===== src/rtl/barrel_thread_ctl.sv =====
// rtl/barrel_thread_ctl.sv - per-thread context store and round-robin issue scheduler
// Optional feature: BARREL_THREAD_CTL_RESUME_EN adds resume_req/resume_tid to clear halt bits.
module barrel_thread_ctl #(
    parameter int NTHREADS = 2,
    parameter int PC_W     = 16,
    parameter int SP_W     = 8,
    localparam int TID_W   = (NTHREADS > 1) ? $clog2(NTHREADS) : 1
) (
    input  logic             clk,
    input  logic             reset,
    input  logic             issue_hold,
    output logic             issue_valid,
    output logic [TID_W-1:0] issue_tid,
    output logic [PC_W-1:0]  issue_pc,
    output logic [SP_W-1:0]  issue_sp,
    output logic [3:0]       issue_pre,
    output logic             issue_preset,
    output logic             issue_torf,
    input  logic             pc_we,
    input  logic [TID_W-1:0] pc_tid,
    input  logic [PC_W-1:0]  pc_wdata,
    input  logic             sp_we,
    input  logic [TID_W-1:0] sp_tid,
    input  logic [SP_W-1:0]  sp_wdata,
    input  logic             pre_we,
    input  logic             pre_clr,
    input  logic [TID_W-1:0] pre_tid,
    input  logic [3:0]       pre_wdata,
    input  logic             torf_we,
    input  logic [TID_W-1:0] torf_tid,
    input  logic             torf_wdata,
    input  logic             halt_req,
    input  logic [TID_W-1:0] halt_tid,
`ifdef BARREL_THREAD_CTL_RESUME_EN
    input  logic             resume_req,
    input  logic [TID_W-1:0] resume_tid,
`endif
    output logic             all_halted
);

    logic [PC_W-1:0]     pc   [NTHREADS];
    logic [SP_W-1:0]     sp   [NTHREADS];
    logic [3:0]          pre  [NTHREADS];
    logic [NTHREADS-1:0] preset;
    logic [NTHREADS-1:0] torf;
    logic [NTHREADS-1:0] halt;
    logic [NTHREADS-1:0] halt_next;
    logic [TID_W-1:0]    next_tid;
    logic [TID_W-1:0]    cand;
    logic                found;

    // Halt wins over resume on the same thread in the same cycle.
    always_comb begin
        halt_next = halt;
`ifdef BARREL_THREAD_CTL_RESUME_EN
        if (resume_req) halt_next[resume_tid] = 1'b0;
`endif
        if (halt_req) halt_next[halt_tid] = 1'b1;
    end

    // Search starts after issue_tid; wrapping index NTHREADS lands back on issue_tid itself.
    always_comb begin
        next_tid = issue_tid;
        cand     = issue_tid;
        found    = 1'b0;
        if (issue_hold && !halt_next[issue_tid]) begin
            found = 1'b1;
        end else begin
            for (int i = 1; i <= NTHREADS; i++) begin
                cand = issue_tid + TID_W'(i);
                if (!found && !halt_next[cand]) begin
                    next_tid = cand;
                    found    = 1'b1;
                end
            end
        end
    end

    always_ff @(posedge clk or posedge reset) begin
        if (reset) begin
            issue_tid <= '0;
            halt      <= '0;
            preset    <= '0;
            torf      <= '0;
            for (int t = 0; t < NTHREADS; t++) begin
                pc[t]  <= PC_W'(t) << (PC_W - TID_W);
                sp[t]  <= '0;
                pre[t] <= '0;
            end
        end else begin
            issue_tid <= next_tid;
            halt      <= halt_next;
            if (pc_we) pc[pc_tid] <= pc_wdata;
            if (sp_we) sp[sp_tid] <= sp_wdata;
            if (pre_we) begin
                pre[pre_tid]    <= pre_wdata;
                preset[pre_tid] <= 1'b1;
            end else if (pre_clr) begin
                preset[pre_tid] <= 1'b0;
            end
            if (torf_we) torf[torf_tid] <= torf_wdata;
        end
    end

    assign issue_valid  = ~halt[issue_tid];
    assign issue_pc     = pc[issue_tid];
    assign issue_sp     = sp[issue_tid];
    assign issue_pre    = pre[issue_tid];
    assign issue_preset = preset[issue_tid];
    assign issue_torf   = torf[issue_tid];
    assign all_halted   = &halt;

endmodule


===== config.mk =====
export PLATFORM = sky130hd
export DESIGN_NAME = barrel_thread_ctl
export DESIGN_NICKNAME = d
export VERILOG_FILES = /design/src/rtl/barrel_thread_ctl.sv
export SDC_FILE = /design/constraint.sdc
export NUM_CORES = 1
export LEC_CHECK = 0
export ABC_AREA = 0
export ABC_CLOCK_PERIOD_IN_PS = 2850
export CORE_MARGIN = 1
export CORE_UTILIZATION = 36
export CTS_CLUSTER_DIAMETER = 80
export DETAILED_ROUTE_END_ITERATION = 8
export HOLD_SLACK_MARGIN = 0.12
export PLACE_DENSITY = 0.7
export RECOVER_POWER = 100
export SLEW_MARGIN = 20
export SYNTH_ARGS = -nofsm -noshare
export SYNTH_HDL_FRONTEND = slang
export SYNTH_SLANG_ARGS = --single-unit

===== constraint.sdc =====
create_clock -name clk -period 2.85 [get_ports clk]
set_input_delay 0.7125 -clock clk [delete_from_list [all_inputs] [get_ports clk]]
set_output_delay 0.7125 -clock clk [all_outputs]
set_load 0.01 [all_outputs]

==> flow_summary.toml, run 1 <==
[synthesis]
netlist_area_um2 = 2810
synth.avg_cell_area_um2 = 15.2
synth.net_count = 228
synth-xor-area-share_pct = 0
post_synth_num_cell_types = 23
synth_compound_area_share_pct = 1.42
synth_top_family_by_area = "multiplexers"
synthSimpleGateAreaFrac_pct = 3.11
synthMuxAreaShare_pct = 36.9
synthCells = 185
synth_fa_ha_area_share_pct = 0
ys_ff_latch = 63
ys_warn_count = 0
seq_area_frac_synth_pct = 56.1

[timing]
rsz0062_at_grt = "no"
setup_viol = 0
tightestPinTransition_ps = 1240
finalHoldViolCount = 0
fin_tns_setup_ps = 0
fmax_mhz = 383
fin_skew_ps = 0.243
period_share_pct = 91.6
relSlewSlack_pct = 17.6
timing.final.crit_period_ps = 2610
drv_slew = 0

[hold_path]
hold_class = "flip-flop to flip-flop"
hold_depth = 1

[worst_setup_path]
worst-path-buf-inv = 2
cp.required_ps = 2140
rrSetupSlack_ps = 1690
crit_path_end_kind = "output pin"
r2r-end = "issue_tid"
r2r-start = "issue_tid"
cpLargestDelayFamily = "buffers and inverters"
cp.arrival_ps = 1900
rr_worst_depth = 4
crit_fanout = 22
path_cells = "buf_12, mux2_2, clkdlybuf4s50_1"
critical_path_class = "flip-flop to output pin"
start_kind = "flip-flop"
critPathMaxStageDelay_ps = 500
slowest_stage = "dfrtp_1"

[routing]
first_iter_violations = 39
vias = 1703
first_pass_iters = 4
wl_per_cell_um = 14.0
wirelength_um = 5200
drcViolationCount = 0
antenna_left = 0
viasPerCell = 4.58

[floorplan]
die_y_um = 90.4
die_x_um = 90.4
start_util_pct = 38.0
die-area_um2 = 8170
row_count = 31
ios = 76
core_area_um2 = 7410

[cts]
cts_inserted_buffers = 9
ctsResizeCount = 0
clkLatencyLatePin_ps = 320
tritoncts = "yes"
clockRootBuffer = "clkbuf_8"
h-tree-depth = 3
cts.sinks = 63
hold_buffers = 0
clk_pin_slew_ps = 60
clk_path_buf_depth = 2
postCtsSetupBuffers = 0

[grt]
use_met2_pct = 21.8
busiest_layer = "met2"
grt_pass1_vias = 1895
grt_pass1_wl_um = 8940
grt_overflow = 0
grt_use_met1_pct = 18.7
use_met3_pct = 3.45
grt_start_max_net_pins = 33
antenna_found_initial = 0
grt_util_all_layers_pct = 14.0

[pwr]
p_total_w = 0.00228
powerDensity_nw_per_um2 = 595
peakVddDrop_v = 0.000327
p_leak_nw = 1.61

[placed_design]
portBuffers = 75
dp.cells = 356
post-dp-hpwl_um = 3560
place_congestion = 0.652

[layout]
fin_cells = 372
drive_above_1_share_pct = 35.5
num_antenna_cells = 0
areaGrowthSynthToFinish_pct = 36.3
num-nets-final = 311

[job]
drv_cap = 0

[run_status]
outcome = "complete, no violations"
Yosys cell counts:
library cell	n	area [µm²]
nor3_1	1	5.00
nor2_1	1	3.75
nand2_2	1	6.26
dfstp_2	1	26.3
o21bai_1	1	7.51
mux2_2	77	867
nor2b_1	4	25.0
a21o_1	2	15.0
buf_12	1	20.0
mux2i_1	1	10.0
nand2_1	6	22.5
nand2b_1	2	12.5
mux2_4	10	150
a21oi_1	1	5.00
dfrtp_1	62	1550
buf_2	6	30.0
and2_1	1	6.26
buf_6	1	11.3
or2_2	1	6.26
inv_1	2	7.51
o211ai_1	1	7.51
o21ai_0	1	5.00
mux2_1	1	11.3
registers in the layout, summed over array words and instances, names as in the netlist, named ones only:
register	cells
halt	2
pre	8
torf	2
pc	32
sp	16
issue_tid	1
power breakdown:
group | leakage (nW) | internal, W | switching [W]
Sequential | 0.728 | 0.00102 | 0.0000562
Combinational | 0.779 | 0.000303 | 0.000155
Clock | 0.100 | 0.000424 | 0.000322
Total | 1.61 | 0.00175 | 0.000534
area by class of cell:
type / count / area [µm²]
clock buffer: 12 / 145
clock inverter: 4 / 45.0
fill: 670 / 3570
inverter: 2 / 7.51
multi-input combinational: 112 / 1130
sequential: 63 / 1580
tap: 99 / 124
timing repair buffer: 80 / 806
worst max-delay path by stage:
stage / from / end / cells past startpoint
after floorplan: reset / asynchronous set/reset pin / 1
after global placement: pc_tid / pc[30] / 4
after detailed placement: pc_tid / pc[31] / 4
after CTS: issue_tid / issue_sp[3] / 3
after global routing: issue_tid / issue_sp[3] / 3
final: issue_tid / issue_sp[3] / 3
kinds of logic (layout without fill, tap and decap cells):
| group | Yosys count | after routing |
|---|---|---|
| muxes | 89 | 89 |
| DFF | 63 | 63 |
| and+or+nand+nor | 17 | 17 |
| buffers and inverters | 10 | 98 |
| AOI/OAI and AO/OA | 6 | 6 |
layer usage:
metal	part of all wire [%]	wire [µm]
met5	0	0
met4	1.4	74
met3	3.9	204
met2	46	2400
met1	49	2520
layout by cell type (no fill, tap or decap), types with 2 or more instances in the layout:
master and instances:
nor2b_1 4, clkdlybuf4s50_1 63, nand2_1 7, inv_1 2, clkbuf_8 10, nand2b_1 2, dfrtp_1 62, mux2_1 10
dlygate4sd3_1 12, mux2_2 77, clkbuf_1 4, clkinv_2 3, a21o_1 2, buf_12 2
stage by stage:
step	hold slack, ps	utilization (%)	worst slack, ps	cell area (µm²)
after global routing	505	51.8	161	3830
final	479	51.8	240	3830
after detailed placement	468	49.8	518	3690
after CTS	484	52.4	203	3880
after global placement	462	49.8	540	3690
after floorplan	440	-	569	2810
Note: power is estimated with default switching activity, not from simulation.
==> inputs of run 2 (changes only) <==
--- a/config.mk
+++ b/config.mk
@@ -13,7 +13,7 @@
 export DETAILED_ROUTE_END_ITERATION = 8
 export HOLD_SLACK_MARGIN = 0.12
 export PLACE_DENSITY = 0.7
-export RECOVER_POWER = 100
+export RECOVER_POWER = 50
 export SLEW_MARGIN = 20
 export SYNTH_ARGS = -nofsm -noshare
 export SYNTH_HDL_FRONTEND = slang
==> run 2 against run 1 <==
  * Utilization up 0.46 points
  * Sequential share of layout area fell by 0.36 points
  * Non-clock buffer count stayed put
  * Combinational power rose by 4%
  * Register-to-register slack barely moved
  * Critical path type unchanged
==> flow_summary.toml, run 2 (synthesized netlist as in run 1, its figures left out) <==
[run_status]
outcome = "complete, no violations"

[layout]
areaGrowthSynthToFinish_pct = 37.5
reg.largest.list = "pc x32, sp x16, pre x8"
drive_above_1_share_pct = 38.8
design_area_um2 = 3870
most-common-layout-cells = "77 x mux2_2, 70 x clkdlybuf4s50_1, 62 x dfrtp_1"
num_antenna_cells = 0
regMostFlops = "pc"
final_common_cell = "mux2_2"
largest_reg_flops = 32
num-nets-final = 311

[timing]
rsz0062_at_grt = "no"
relSlewSlack_pct = 17.8
fmax_mhz = 383
fin_tns_setup_ps = 0
timing.final.crit_period_ps = 2610
period_share_pct = 91.6
setup_viol = 0
tightestPinTransition_ps = 1230
finalHoldViolCount = 0
drv_slew = 0
fin_skew_ps = 0.243

[hold_path]
hold_class = "flip-flop to flip-flop"

[cts]
ctsResizeCount = 0
clkLatencyLatePin_ps = 320
clk_path_buf_depth = 2
cts_inserted_buffers = 9
hold_buffers = 0
clockRootBuffer = "clkbuf_8"
tritoncts = "yes"
postCtsSetupBuffers = 0
cts.sinks = 63
clk_pin_slew_ps = 60
h-tree-depth = 3

[pwr]
peakVddDrop_v = 0.000327
p_leak_nw = 1.65
powerDensity_nw_per_um2 = 595
p_total_w = 0.00230

[floorplan]
ios = 76
core_area_um2 = 7410
start_util_pct = 38.0
die-area_um2 = 8170
die_x_um = 90.4
die_y_um = 90.4
row_count = 31

[worst_setup_path]
critical_path_class = "flip-flop to output pin"
cp.arrival_ps = 1900
path_cells = "buf_12, mux2_2, clkdlybuf4s50_1"
cp.required_ps = 2140
start_kind = "flip-flop"
crit_path_end_kind = "output pin"
crit_fanout = 22
slowest_stage = "dfrtp_1"
critPathMaxStageDelay_ps = 500
worst-path-buf-inv = 2
cpLargestDelayFamily = "buffers and inverters"

[routing]
vias = 1708
wl_per_cell_um = 14.0
viasPerCell = 4.59
first_pass_iters = 4
wirelength_um = 5200
antenna_left = 0
drcViolationCount = 0
first_iter_violations = 43

[grt]
grt_pass1_vias = 1895
antenna_found_initial = 0
grt_util_all_layers_pct = 14.0
grt_pass1_wl_um = 8940
grt_start_max_net_pins = 33
grt_overflow = 0

[placed_design]
post-dp-hpwl_um = 3560
portBuffers = 75
placed_area_um2 = 3690
place_congestion = 0.652

[job]
drv_cap = 0
run 2: cell types whose count changed in the layout (fill, tap and decap cells not counted), sizes merged:
cell           before  now
clkdlybuf4s50      63   70
dlygate4sd3        12    5
buf                 3    4
clkbuf             14   13
run 2: layout make-up:
cell class                 instances  area [µm²]
multi-input combinational        112        1160
tap                               99         124
sequential                        63        1580
clock inverter                     4        45.0
inverter                           2        7.51
clock buffer                      12         145
timing repair buffer              80         810
fill                             660        3540
run 2: final timing paths:
| path | from | end | slack (ps) | cells past startpoint |
|---|---|---|---|---|
| worst max-delay path | issue_tid | issue_sp[3] | 240 | 3 |
| worst min-delay path | flip-flop | flip-flop | 480 | 1 |
| worst max register to register | issue_tid | issue_tid | 1690 | 4 |
| worst min register to register | flip-flop | flip-flop | 480 | 1 |
| max in group asynchronous | reset | pc[25] | 920 | 3 |
| min in group asynchronous | reset | sp[6] | 1160 | 2 |
run 2: metrics by stage:
| step | utilization (%) | std cells | hold WS (ps) | setup WS [ps] |
|---|---|---|---|---|
| floorplan | - | 185 | 440 | 569 |
| global placement | 49.8 | 356 | 462 | 540 |
| detailed placement | 49.8 | 356 | 468 | 518 |
| CTS | 52.4 | 372 | 484 | 203 |
| global route | 52.2 | 372 | 505 | 161 |
| finish | 52.2 | 372 | 479 | 239 |
run 2: power by group:
group	internal, W	switching, W	total, W
combinational	0.000321	0.000157	0.000477
sequential	0.00102	0.0000574	0.00108
clock	0.000424	0.000321	0.000746
total	0.00177	0.000536	0.00230
run 2: metal layers:
layer,GRT usage (%),part of all wire [%],up-vias
li1,-,-,820
met1,18.7,48,833
met2,21.8,46,47
met3,3.45,3.8,8
met4,5.65,1.4,0
met5,0,0,-
